===== src/rtl/pipe_pkg.sv =====
// Shared definitions for the pipeline stage registers: control-bundle bit
// positions, default bundle widths and the occupancy type.
package pipe_pkg;

    // Control bundle layout as packed by the decode stage.
    localparam int CTRL_MEMTOREG_LSB = 0;
    localparam int CTRL_MEMTOREG_W   = 2;
    localparam int CTRL_REGWRITE     = 2;
    localparam int CTRL_MEMREAD      = 3;
    localparam int CTRL_MEMWRITE     = 4;

    // Default bundle widths for a typical boundary.
    localparam int DEF_CTRL_W = 8;
    localparam int DEF_RD_W   = 5;

    // Number of entries held by a stage (0..2).
    typedef logic [1:0] occ_t;

endpackage


===== src/rtl/pipe_slot.sv =====
// One storage slot of a pipeline stage: valid flag plus control, destination
// and payload. Clearing drops the entry and zeroes control/destination so a
// bubble never looks like a real instruction; the payload keeps its value.
module pipe_slot #(
    parameter int CTRL_W = 8,
    parameter int RD_W   = 5,
    parameter int DATA_W = 32
) (
    input  logic              clk,
    input  logic              rst,
    input  logic              clr,
    input  logic              load,
    input  logic [CTRL_W-1:0] d_ctrl,
    input  logic [RD_W-1:0]   d_rd,
    input  logic [DATA_W-1:0] d_data,
    output logic              valid,
    output logic [CTRL_W-1:0] ctrl,
    output logic [RD_W-1:0]   rd,
    output logic [DATA_W-1:0] data
);

    // Slot register: clear has priority over load so a flush always wins.
    always_ff @(posedge clk or posedge rst) begin
        if (rst) begin
            valid <= 1'b0;
            ctrl  <= '0;
            rd    <= '0;
            data  <= '0;
        end else if (clr) begin
            valid <= 1'b0;
            ctrl  <= '0;
            rd    <= '0;
        end else if (load) begin
            valid <= 1'b1;
            ctrl  <= d_ctrl;
            rd    <= d_rd;
            data  <= d_data;
        end
    end

endmodule


===== src/rtl/pipe_stage_reg.sv =====
// Elastic inter-stage register with valid/ready handshake and flush.
// Define PIPE_STAGE_SKID_EN to add a second (skid) slot, which makes in_ready
// a pure register output while keeping one beat per cycle throughput.
// Without it, a single slot is used and in_ready = !out_valid || out_ready.
module pipe_stage_reg
    import pipe_pkg::*;
#(
    parameter int DATA_W = 32,
    parameter int CTRL_W = DEF_CTRL_W,
    parameter int RD_W   = DEF_RD_W
) (
    input  logic              clk,
    input  logic              rst,
    input  logic              flush,
    input  logic              in_valid,
    output logic              in_ready,
    input  logic [CTRL_W-1:0] in_ctrl,
    input  logic [RD_W-1:0]   in_rd,
    input  logic [DATA_W-1:0] in_data,
    output logic              out_valid,
    input  logic              out_ready,
    output logic [CTRL_W-1:0] out_ctrl,
    output logic [RD_W-1:0]   out_rd,
    output logic [DATA_W-1:0] out_data,
    output occ_t              occupancy
);

    logic              m_valid;
    logic [CTRL_W-1:0] m_ctrl;
    logic [RD_W-1:0]   m_rd;
    logic [DATA_W-1:0] m_data;
    logic              m_load;
    logic              m_clr;
    logic [CTRL_W-1:0] m_d_ctrl;
    logic [RD_W-1:0]   m_d_rd;
    logic [DATA_W-1:0] m_d_data;
    logic              m_pop;
    logic              push;

    assign m_pop = m_valid & out_ready;
    assign push  = in_valid & in_ready;

`ifdef PIPE_STAGE_SKID_EN
    logic              s_valid;
    logic [CTRL_W-1:0] s_ctrl;
    logic [RD_W-1:0]   s_rd;
    logic [DATA_W-1:0] s_data;
    logic              s_load;
    logic              s_clr;
    logic              m_from_s;

    // S is a flop, so in_ready has no combinational path from out_ready.
    assign in_ready  = ~s_valid;
    assign occupancy = occ_t'({1'b0, m_valid}) + occ_t'({1'b0, s_valid});

    // Slot steering: S refills M on a pop; new beats go to M when it is free
    // or draining, otherwise they land in S.
    always_comb begin
        m_load   = 1'b0;
        m_clr    = 1'b0;
        s_load   = 1'b0;
        s_clr    = 1'b0;
        m_from_s = 1'b0;
        if (flush) begin
            m_clr = 1'b1;
            s_clr = 1'b1;
        end else if (m_pop && s_valid) begin
            // in_ready is low while S is full, so no push can coincide here.
            m_load   = 1'b1;
            m_from_s = 1'b1;
            s_clr    = 1'b1;
        end else if (push && (!m_valid || m_pop)) begin
            m_load = 1'b1;
        end else if (push) begin
            s_load = 1'b1;
        end else if (m_pop) begin
            m_clr = 1'b1;
        end
    end

    // Source for M: the skid entry when it is draining, else the input.
    always_comb begin
        m_d_ctrl = in_ctrl;
        m_d_rd   = in_rd;
        m_d_data = in_data;
        if (m_from_s) begin
            m_d_ctrl = s_ctrl;
            m_d_rd   = s_rd;
            m_d_data = s_data;
        end
    end

    pipe_slot #(
        .CTRL_W (CTRL_W),
        .RD_W   (RD_W),
        .DATA_W (DATA_W)
    ) u_slot_s (
        .clk    (clk),
        .rst    (rst),
        .clr    (s_clr),
        .load   (s_load),
        .d_ctrl (in_ctrl),
        .d_rd   (in_rd),
        .d_data (in_data),
        .valid  (s_valid),
        .ctrl   (s_ctrl),
        .rd     (s_rd),
        .data   (s_data)
    );
`else
    assign in_ready  = ~m_valid | out_ready;
    assign occupancy = occ_t'({1'b0, m_valid});

    // Single slot: load on any accepted beat, drop on a pop with no refill.
    always_comb begin
        m_load = 1'b0;
        m_clr  = 1'b0;
        if (flush) begin
            m_clr = 1'b1;
        end else if (push) begin
            m_load = 1'b1;
        end else if (m_pop) begin
            m_clr = 1'b1;
        end
    end

    // M is always fed straight from the input.
    always_comb begin
        m_d_ctrl = in_ctrl;
        m_d_rd   = in_rd;
        m_d_data = in_data;
    end
`endif

    pipe_slot #(
        .CTRL_W (CTRL_W),
        .RD_W   (RD_W),
        .DATA_W (DATA_W)
    ) u_slot_m (
        .clk    (clk),
        .rst    (rst),
        .clr    (m_clr),
        .load   (m_load),
        .d_ctrl (m_d_ctrl),
        .d_rd   (m_d_rd),
        .d_data (m_d_data),
        .valid  (m_valid),
        .ctrl   (m_ctrl),
        .rd     (m_rd),
        .data   (m_data)
    );

    assign out_valid = m_valid;
    assign out_ctrl  = m_ctrl;
    assign out_rd    = m_rd;
    assign out_data  = m_data;

endmodule


===== config.mk =====
export PLATFORM = sky130hd
export DESIGN_NAME = pipe_stage_reg
export DESIGN_NICKNAME = d
export VERILOG_FILES = /design/src/rtl/pipe_pkg.sv /design/src/rtl/pipe_slot.sv /design/src/rtl/pipe_stage_reg.sv
export SDC_FILE = /design/constraint.sdc
export NUM_CORES = 1
export LEC_CHECK = 0
export ABC_AREA = 1
export BUFFER_PORTS_ARGS = -buffer_cell sky130_fd_sc_hd__buf_2
export CAP_MARGIN = 15
export CORE_ASPECT_RATIO = 0.7
export CORE_MARGIN = 4
export CORE_UTILIZATION = 41
export CTS_CLUSTER_DIAMETER = 30
export DETAILED_ROUTE_END_ITERATION = 8
export PLACE_DENSITY = 0.82
export SYNTH_ARGS = -nofsm -noshare
export SYNTH_HDL_FRONTEND = slang
export SYNTH_SLANG_ARGS = --single-unit

===== constraint.sdc =====
create_clock -name clk -period 1.2 [get_ports clk]
set_input_delay 0.12 -clock clk [delete_from_list [all_inputs] [get_ports clk]]
set_output_delay 0.12 -clock clk [all_outputs]
set_load 0.1 [all_outputs]

==> summary.md <==
| Metric | Value |
|---|---|
| I/O pin count | 99 |
| Via count | 1708 |
| Synth Warn # | 0 |
| Most frequent cells in the layout | 49 x buf_2, 48 x inv_1, 45 x dfrtp_1, 43 x nand2_1, 30 x o21ai_2 |
| Initial DRC Count | 36 |
| Global placement routability congestion | 0.7026 |
| Total global-route track usage | 14.35% |
| Failing checks | negative setup slack |
| Syn avg cell area | 9.101 um^2 |
| HPWL reported at the end of detailed placement | 3436 um |
| Worst R2R Path Depth | 5 |
| # setup viols final | 2 |
| Layout Cells excl Fill | 400 |
| Clock share of power | 15.6% |
| Synth cell types | 15 |
| IO Port Bufs | 97 |
| Antenna viol nets, final | 0 |
| Hold path cells | 2 |
| Final instance area | 3234 um^2 |
| Vias in the first global route | 1643 |
| Syn Inst Count | 230 |
| Sequential-to-total area share from yosys stat | 54.99% |
| Die ar. | 6331 um^2 |
| Clk_lat worst skew | 0.28 ns |
| Clk buf depth | 2 |
| Reg clk slew, reported paths | 0.08 ns |
| First-pass GRT wire length | 7148 um |
| Grt ovf | 0 |
| Largest cells by area after synthesis | dfrtp_1 55%, o21ai_2 12%, nand2_1 11%, inv_1 8.8%, nor2_1 4.7% |
| Hold/Removal Path Class | input port to flop |
| CTS tree | done |
| Die H | 67.78 um |
| Syn_nets | 280 |
| Die width | 93.40 um |
| CP Max Fanout | 3 |
| Power per cell area | 1666 nW/um^2 |
| Placed instance area | 2987 um^2 |
| Via density | 4.270 |
| Placeable Area | 4861 um^2 |
| Area Overhead vs Synth | 54.51% |
| Startpoint Class | flop |
| Max-cap viol count | 0 |
| Int Power | 2.880 mW |
| Hold_sp | flush |
| Drt first pass iters | 4 |
| Top cell type's share of synthesized area | 54.99% |
| Net switching power | 2.508 mW |
| Fin nets | 381 |
| CP Class | flop to output port |
| Site row count | 21 |
| Worst setup EP type | output port |
| Hold Path End | u_slot_m.valid |
| Pin count of the biggest net entering global routing | 47 |
| Final Max Tran Viols | 0 |
| # H-tree levels | 2 |
| R2R setup slack | 0.02 ns |
| RSZ-0062 raised after global routing | yes |
| Fin worst setup slack | -0.02117 ns |
| Antenna cell count | 0 |
| WL/cell | 11.59 um |
| F_max | 818.9 MHz |
| Final Hold Vio Count | 0 |
| CTS buffer count | 5 |
| CP required | 1.08 ns |
| Reg2reg end | u_slot_m.data[4] |
| Root Driver | clkbuf_8 |
| Final min period | 1.221 ns |
| Initial antenna violation count | 0 |
| Final WL | 4637 um |
| Sw Ratio | 46.54% |
| Synthesis-stage register bit count | 46 |
| Tcrit/Tclk final | 101.8% |
| Leak | 1.750 nW |
| Setup Skew | 0.004578 ns |
| Post-synthesis cell area | 2093 um^2 |
| Placed insts | 390 |
| Share of post-route cells with drive strength above 1 | 48.94% |
| R2r startpoint | u_slot_m.valid |
| Residual DRC | 0 |
| Clock Sinks | 46 |
| Initial Util | 43.06% |
| Sequential fraction of design power | 35.5% |
| Commonest non-fill, non-tap cell in the layout | buf_2 |
| Top cell type by total area after synthesis | dfrtp_1 |
| WP data arrival | 1.10 ns |
| Status | finished with violations |
| VDD IR max | 0.9518 mV |
| Comb power frac | 48.9% |
flip-flops by register name, summed over array words and instances (netlist names):
signal,cells
u_slot_m.ctrl,8
u_slot_m.valid,1
u_slot_m.data,32
u_slot_m.rd,5
cell type report:
cell class / count / area (um^2)
clock buffer: 7 / 76.32
fill: 394 / 1627
inverter: 49 / 187.7
multi-input combinational: 124 / 701.9
sequential: 46 / 1155
tap: 69 / 86.33
timing repair buffer: 105 / 1027
per-layer routing:
| metal | global-route usage, % | wire length [um] |
|---|---|---|
| met5 | 0 | 0 |
| met4 | 2.742 | 14 |
| met3 | 5.679 | 429 |
| met2 | 25.82 | 2304 |
| met1 | 16.44 | 1889 |
synth_stat cells (all sizes together):
master / count
nand2: 61
inv: 49
dfrtp: 46
o21ai: 32
nor2: 28
buf: 11
a21oi: 1
conb: 1
nand3: 1
cell families after synthesis:
group                  Yosys count  share of synthesized area (%)
AO/OA/AOI/OAI                   33                          12.91
buffers and inverters           60                          14.17
AND/OR/NAND/NOR                 90                          17.75
flip-flops                      46                          54.99
other                            1                         0.1791
repair_timing:
item,4_1_cts,5_1_grt
gates resized for setup,6,39
buffers inserted,0,1
setup endpoints to repair,8,56
hold buffers,1,0
endpoints found under the hold margin,46,0
gates cloned,0,1
pin swaps,0,1
worst max path at each step:
stage	from	endpoint	slack, ns
2_1_floorplan	u_slot_m.valid	u_slot_m.data[10]	-0.25
5_1_grt	u_slot_m.valid	occupancy[0]	-0.06
3_3_place_gp	u_slot_m.valid	u_slot_m.ctrl[7]	0.07
3_5_place_dp	u_slot_m.valid	u_slot_m.rd[0]	0.04
6_report	u_slot_m.valid	out_valid	-0.02
4_1_cts	u_slot_m.valid	out_valid	-0.04
worst max-delay path: stages, from the launching register on:
cell and delay (ns):
dfrtp_4 0.52, buf_6 0.14, buf_12 0.16
stage by stage:
step                util, %  power, mW  hold slack, ns  TNS (ns)  setup slack [ns]
floorplan                 -      3.741          0.1370    -10.41           -0.2456
global placement      61.44      4.430          0.1952         0           0.06782
detailed placement    61.44      4.468          0.1980         0           0.03977
CTS                   63.55      5.353         0.04179  -0.07802          -0.03573
global route          66.54      5.651         0.05545   -0.5283          -0.06042
finish                66.54      5.388         0.05023  -0.04102          -0.02117
power by group through the flow:
| stage | Clock [mW] | Combinational (mW) | Sequential, mW |
|---|---|---|---|
| 2_1_floorplan | 0 | 0.441 | 3.30 |
| 3_3_place_gp | 0 | 2.51 | 1.92 |
| 3_5_place_dp | 0 | 2.54 | 1.92 |
| 4_1_cts | 0.893 | 2.56 | 1.90 |
| 5_1_grt | 0.970 | 2.74 | 1.94 |
| 6_report | 0.843 | 2.63 | 1.91 |
(Power assumes the default switching activity.)
